[src/rtl/stream_wishbone_bridge.sv]
// ============================================================================
// stream_wishbone_bridge : byte-stream command parser driving a Wishbone master
// Revision 1.0
// ============================================================================
`timescale 1ns/1ps
`default_nettype none

module stream_wishbone_bridge #(
  parameter int DATA_WIDTH = 32,
  parameter int ADDR_WIDTH = 30,
  parameter int ADDR_BYTES = 4,
  parameter int TIMEOUT    = 1024
) (
  input  logic                    clk,
  input  logic                    rst,
  input  logic [7:0]              rx_data,
  input  logic                    rx_valid,
  output logic                    rx_ready,
  output logic [7:0]              tx_data,
  output logic                    tx_valid,
  input  logic                    tx_ready,
  output logic [ADDR_WIDTH-1:0]   wb_adr,
  output logic [DATA_WIDTH-1:0]   wb_dat_w,
  input  logic [DATA_WIDTH-1:0]   wb_dat_r,
  output logic [DATA_WIDTH/8-1:0] wb_sel,
  output logic                    wb_cyc,
  output logic                    wb_stb,
  output logic                    wb_we,
  input  logic                    wb_ack,
  input  logic                    wb_err,
  output logic                    busy,
  output logic                    bus_error
);

  localparam int DB = DATA_WIDTH / 8;

  typedef enum logic [2:0] {
    S_IDLE  = 3'd0,
    S_LEN   = 3'd1,
    S_ADDR  = 3'd2,
    S_WDATA = 3'd3,
    S_BUS   = 3'd4,
    S_TX    = 3'd5
  } state_t;

  state_t                  state;
  logic                    is_write;
  logic                    is_inc;
  logic [7:0]              len;
  logic [7:0]              words;
  logic [7:0]              bcnt;
  logic [31:0]             tmo;
  logic [DATA_WIDTH-1:0]   rd_shift;

  logic                    accept;
  logic                    tx_take;
  logic                    bus_done;
  logic                    bus_fail;
  logic [DATA_WIDTH-1:0]   rd_word;

  assign accept   = rx_valid & rx_ready;
  assign tx_take  = tx_valid & tx_ready;
  assign bus_done = wb_ack | wb_err | ((TIMEOUT != 0) && (tmo == 32'(TIMEOUT)));
  // ack together with err, or no ack at all (timeout), counts as a failed cycle
  assign bus_fail = wb_err | ~wb_ack;
  assign rd_word  = bus_fail ? '1 : wb_dat_r;

  assign wb_stb = wb_cyc;
  assign wb_sel = '1;
  assign busy   = (state != S_IDLE);

  always_ff @(posedge clk) begin
    if (rst) begin
      state     <= S_IDLE;
      rx_ready  <= 1'b0;
      tx_valid  <= 1'b0;
      tx_data   <= 8'h00;
      wb_cyc    <= 1'b0;
      wb_we     <= 1'b0;
      wb_adr    <= '0;
      wb_dat_w  <= '0;
      bus_error <= 1'b0;
      is_write  <= 1'b0;
      is_inc    <= 1'b0;
      len       <= 8'h00;
      words     <= 8'h00;
      bcnt      <= 8'h00;
      tmo       <= 32'd0;
      rd_shift  <= '0;
    end else begin
      case (state)
        S_IDLE: begin
          rx_ready <= 1'b1;
          if (accept) begin
            bus_error <= 1'b0;
            if (rx_data >= 8'h01 && rx_data <= 8'h04) begin
              is_write <= rx_data[0];
              is_inc   <= (rx_data <= 8'h02);
              state    <= S_LEN;
            end
          end
        end
        S_LEN: begin
          if (accept) begin
            len    <= rx_data;
            words  <= 8'h00;
            bcnt   <= 8'h00;
            wb_adr <= '0;
            state  <= S_ADDR;
          end
        end
        S_ADDR: begin
          if (accept) begin
            // big-endian shift-in; bytes beyond ADDR_WIDTH fall off the top
            wb_adr <= (wb_adr << 8) | ADDR_WIDTH'(rx_data);
            bcnt   <= bcnt + 8'd1;
            if (bcnt == 8'(ADDR_BYTES - 1)) begin
              bcnt <= 8'h00;
              if (len == 8'h00) begin
                state <= S_IDLE;
              end else if (is_write) begin
                state <= S_WDATA;
              end else begin
                state    <= S_BUS;
                rx_ready <= 1'b0;
                wb_cyc   <= 1'b1;
                wb_we    <= 1'b0;
                tmo      <= 32'd1;
              end
            end
          end
        end
        S_WDATA: begin
          if (accept) begin
            wb_dat_w <= (wb_dat_w << 8) | DATA_WIDTH'(rx_data);
            bcnt     <= bcnt + 8'd1;
            if (bcnt == 8'(DB - 1)) begin
              bcnt     <= 8'h00;
              state    <= S_BUS;
              rx_ready <= 1'b0;
              wb_cyc   <= 1'b1;
              wb_we    <= 1'b1;
              tmo      <= 32'd1;
            end
          end
        end
        S_BUS: begin
          if (bus_done) begin
            wb_cyc <= 1'b0;
            wb_we  <= 1'b0;
            words  <= words + 8'd1;
            if (bus_fail) bus_error <= 1'b1;
            if (is_write) begin
              rx_ready <= 1'b1;
              if (words + 8'd1 == len) begin
                state <= S_IDLE;
              end else begin
                state <= S_WDATA;
                if (is_inc) wb_adr <= wb_adr + 1'b1;
              end
            end else begin
              tx_valid <= 1'b1;
              tx_data  <= rd_word[DATA_WIDTH-1 -: 8];
              rd_shift <= rd_word << 8;
              state    <= S_TX;
            end
          end else begin
            tmo <= tmo + 32'd1;
          end
        end
        S_TX: begin
          if (tx_take) begin
            if (bcnt == 8'(DB - 1)) begin
              bcnt     <= 8'h00;
              tx_valid <= 1'b0;
              if (words == len) begin
                state    <= S_IDLE;
                rx_ready <= 1'b1;
              end else begin
                if (is_inc) wb_adr <= wb_adr + 1'b1;
                wb_cyc <= 1'b1;
                tmo    <= 32'd1;
                state  <= S_BUS;
              end
            end else begin
              tx_data  <= rd_shift[DATA_WIDTH-1 -: 8];
              rd_shift <= rd_shift << 8;
              bcnt     <= bcnt + 8'd1;
            end
          end
        end
        default: state <= S_IDLE;
      endcase
    end
  end

endmodule

`default_nettype wire

[config.mk]
export PLATFORM = sky130hd
export DESIGN_NAME = stream_wishbone_bridge
export DESIGN_NICKNAME = d
export VERILOG_FILES = /design/src/rtl/stream_wishbone_bridge.sv
export SDC_FILE = /design/constraint.sdc
export NUM_CORES = 1
export LEC_CHECK = 0
export ABC_CLOCK_PERIOD_IN_PS = 2400
export CAP_MARGIN = 20
export CORE_MARGIN = 3
export CORE_UTILIZATION = 40
export DETAILED_ROUTE_END_ITERATION = 10
export PLACE_DENSITY = 0.74
export SLEW_MARGIN = 20
export SYNTH_ARGS = -nofsm -noshare
export SYNTH_HDL_FRONTEND = slang
export SYNTH_SLANG_ARGS = --single-unit
[constraint.sdc]
create_clock -name clk -period 2.4 [get_ports clk]
set_input_delay 0.24 -clock clk [delete_from_list [all_inputs] [get_ports clk]]
set_output_delay 0.24 -clock clk [all_outputs]
set_load 0.1 [all_outputs]
==> impl_metrics.tcl <==
set metrics [dict create \
    ir_drop_v 0.0005103 \
    hold_path.class "in2reg" \
    grt_first_pass_wirelength_um 37380 \
    crit_path_end_kind "flop" \
    use_met1_pct 27.36 \
    synthToLayoutAreaGrowth_pct 33.39 \
    clk_latency_ns 0.43 \
    die_y_um 147.6 \
    grt_util_met2_pct 33.22 \
    rrSetupSlack_ns 0.06 \
    worst-endpoint-required_ns 2.76 \
    rows 51 \
    setup_viol 0 \
    post-route-min-period_ns 2.339 \
    setup.worst_path.class "reg2reg" \
    dpl.hpwl_um 15990 \
    fp.dieW_um 147.6 \
    synthFlopType "dfxtp_1" \
    p_leak_nw 4.157 \
    htree_levels 4 \
    wl_um 23000 \
    async_flop_share_pct 0 \
    die_area_um2 21790 \
    netlist_area_um2 8020 \
    yosys_warnings 0 \
    gr-usage-all-layers_pct 20.61 \
    portBuffers 122 \
    routed-via-count 8160 \
    grt_busiest_layer "met2" \
    io_pins 127 \
    clock_path_buffers 2 \
    place_area_um2 9903 \
    maxCapViolCount 0 \
    syn_inst 1045 \
    ys_seq_area_share_pct 39.94 \
    synth.area.top_cells "dfxtp_1 40%, nor2_1 6.7%, nand2_1 6.7%" \
    drt-vias-per-instance 5.488 \
    grt_use_met3_pct 5.273 \
    clockRootBuffer "clkbuf_16" \
    ys_ff_latch 160 \
    yosysTopAreaCellShare_pct 39.94 \
    post-place-ws_ns -0.1140 \
    worst_setup_path_start_kind "flop" \
    tritoncts "yes" \
    grt_pass1_vias 7571 \
    stdcell_area_um2 10700 \
    synth-edff-count 0 \
    worstPathArrival_ns 2.70 \
    rsz0062_at_grt "yes" \
    nets 1260 \
    post-route-period-util_pct 97.45 \
    drc 0 \
    cts_buffers 17 \
    diodes 0 \
    drive_gt1_share_pct 22.42 \
    worstPathMaxFanout 7 \
    finalMaxSlewViolations 0 \
    routabilityCongestion 0.9173 \
    p_per_area_nw_per_um2 529.2 \
    overflow 0 \
    clock_skew_ns 0.01055 \
    ant_nets 0 \
    wl_per_cell_um 15.47 \
    syn_avg_cell_area_um2 7.675 \
    status "finished, final reports clean" \
    fmax_mhz 427.6 \
    worstMarginPinSlew_ns 0.6742 \
    yosys.cell_types.count 70 \
    hold_buffers 0 \
    dr.pass1.iters 5 \
    fin_ws_ns 0.06114 \
    grt_max_degree 111 \
    initial_utilization_pct 40.94 \
    coreArea_um2 19590 \
    cts_sinks 160 \
    path_clk_slew_ns 0.07 \
    hold_violations 0 \
    grt_antenna_before_repair 0 \
    drtIter0Drc 536 \
    relSlewSlack_pct 55.05 \
    synth_area_leader_cell "dfxtp_1" \
]
path summary, 6_finish.rpt:
kind,cells after the start,endpoint,start
hold reg to reg,2,rd_shift[10],rd_shift[10]
setup / recovery,8,tmo[28],bcnt[0]
hold / removal,3,wb_adr[25],rst
setup reg to reg,8,tmo[28],bcnt[0]
through the flow:
step	total power, W	hold WS (ns)	std cells	utilization [%]	setup TNS (ns)
6_report	0.005661	0.3576	1487	54.61	0
2_1_floorplan	0.002855	0.3760	1048	-	0
3_3_place_gp	0.002996	0.4270	1449	50.55	-0.07605
5_1_grt	0.005854	0.3835	1487	54.61	-0.1558
3_5_place_dp	0.002995	0.4335	1449	50.55	-0.4265
4_1_cts	0.005721	0.3517	1482	53.67	-0.01968
critical path, stage by stage, from the launching register on:
cell       delay, ns
dfxtp_2         0.33
ha_2            0.17
nor4b_4         0.22
nand2_2         0.10
a22o_4          0.24
a2111oi_4       0.35
nand3_2         0.22
or4_1           0.50
a21oi_1         0.13
kinds of logic after synthesis:
kind of cell	Yosys count	synth area share [%]
AND/OR/NAND/NOR	493	28.67
AO/OA/AOI/OAI	220	17.52
flip-flops	160	39.94
buffers and inverters	92	4.742
XOR/XNOR	60	6.552
multiplexers	14	1.747
adder cells (fa/ha/maj)	5	0.7800
other	1	0.04676
Yosys cell counts (all sizes together) (4+ instances only):
master / number
o31ai: 5
nand2b: 5
a32o: 6
and4: 5
o21ai: 42
nor3: 76
nand4: 33
or3: 6
clkbuf: 60
buf: 16
mux2i: 14
a22oi: 4
or4: 5
a22o: 4
and3: 20
nor2: 145
inv: 14
nor4: 12
a211oi: 7
a21oi: 94
xor2: 30
a31oi: 8
ha: 5
o211ai: 4
nand3: 22
a221oi: 11
nand2: 143
dfxtp: 160
and2: 9
a32oi: 5
a311oi: 4
xnor2: 30
flip-flops by register name, summed over array words and instances (netlist names), 3 cells and up:
name,count
bcnt,8
len,8
rd_shift,24
state,3
tmo,32
tx_data,8
wb_adr,30
wb_dat_w,32
words,8
layer usage:
layer	routed length (um)	share of wire, %	vias up
met3	1517	6.6	39
li1	-	-	4033
met5	0	0	-
met1	10090	44	3813
met4	379	1.6	0
met2	11010	48	275
repair_timing:
action,in CTS,in global routing
hold endpoints to repair,0,0
endpoints found under the setup margin,5,99
pin swaps,0,13
gates resized for setup,3,34
buffers inserted,1,5
cells in the final DEF (no fill, tap or decap), types with 5 or more instances in the layout:
cell type and instances:
and4_1 5, nor2_1 143, and3_1 19, and2_1 7, or3_1 6, nor3_1 71, a211oi_1 5, dfxtp_1 135
a221oi_1 10, xor2_1 30, clkdlybuf4s50_1 44, a32o_1 6, nor4_1 10, or4_1 5, nor3_2 5, xnor2_1 29
buf_4 166, a21oi_1 93, nand2_1 140, o31ai_1 5, inv_1 14, a31oi_1 7, o21ai_0 39, nand3_1 20
buf_12 5, nand4_1 33, clkbuf_16 18, dfxtp_2 14, mux2i_1 14, dfxtp_4 11
final cells by class:
class                           count  area [um2]
Inverter                           16       60.06
Clock buffer                       18       450.4
Tap cell                          265       331.6
Fill cell                        1807        8892
Clock inverter                     14       141.4
Sequential cell                   160        3262
Timing Repair Buffer              218        1821
Multi-Input combinational cell    796        4632
power by group:
part	switching [W]	internal [W]
clock	0.00120	0.00153
sequential	0.00000542	0.00265
combinational	0.000172	0.000113
total	0.00137	0.00429
(Power assumes the default switching activity.)
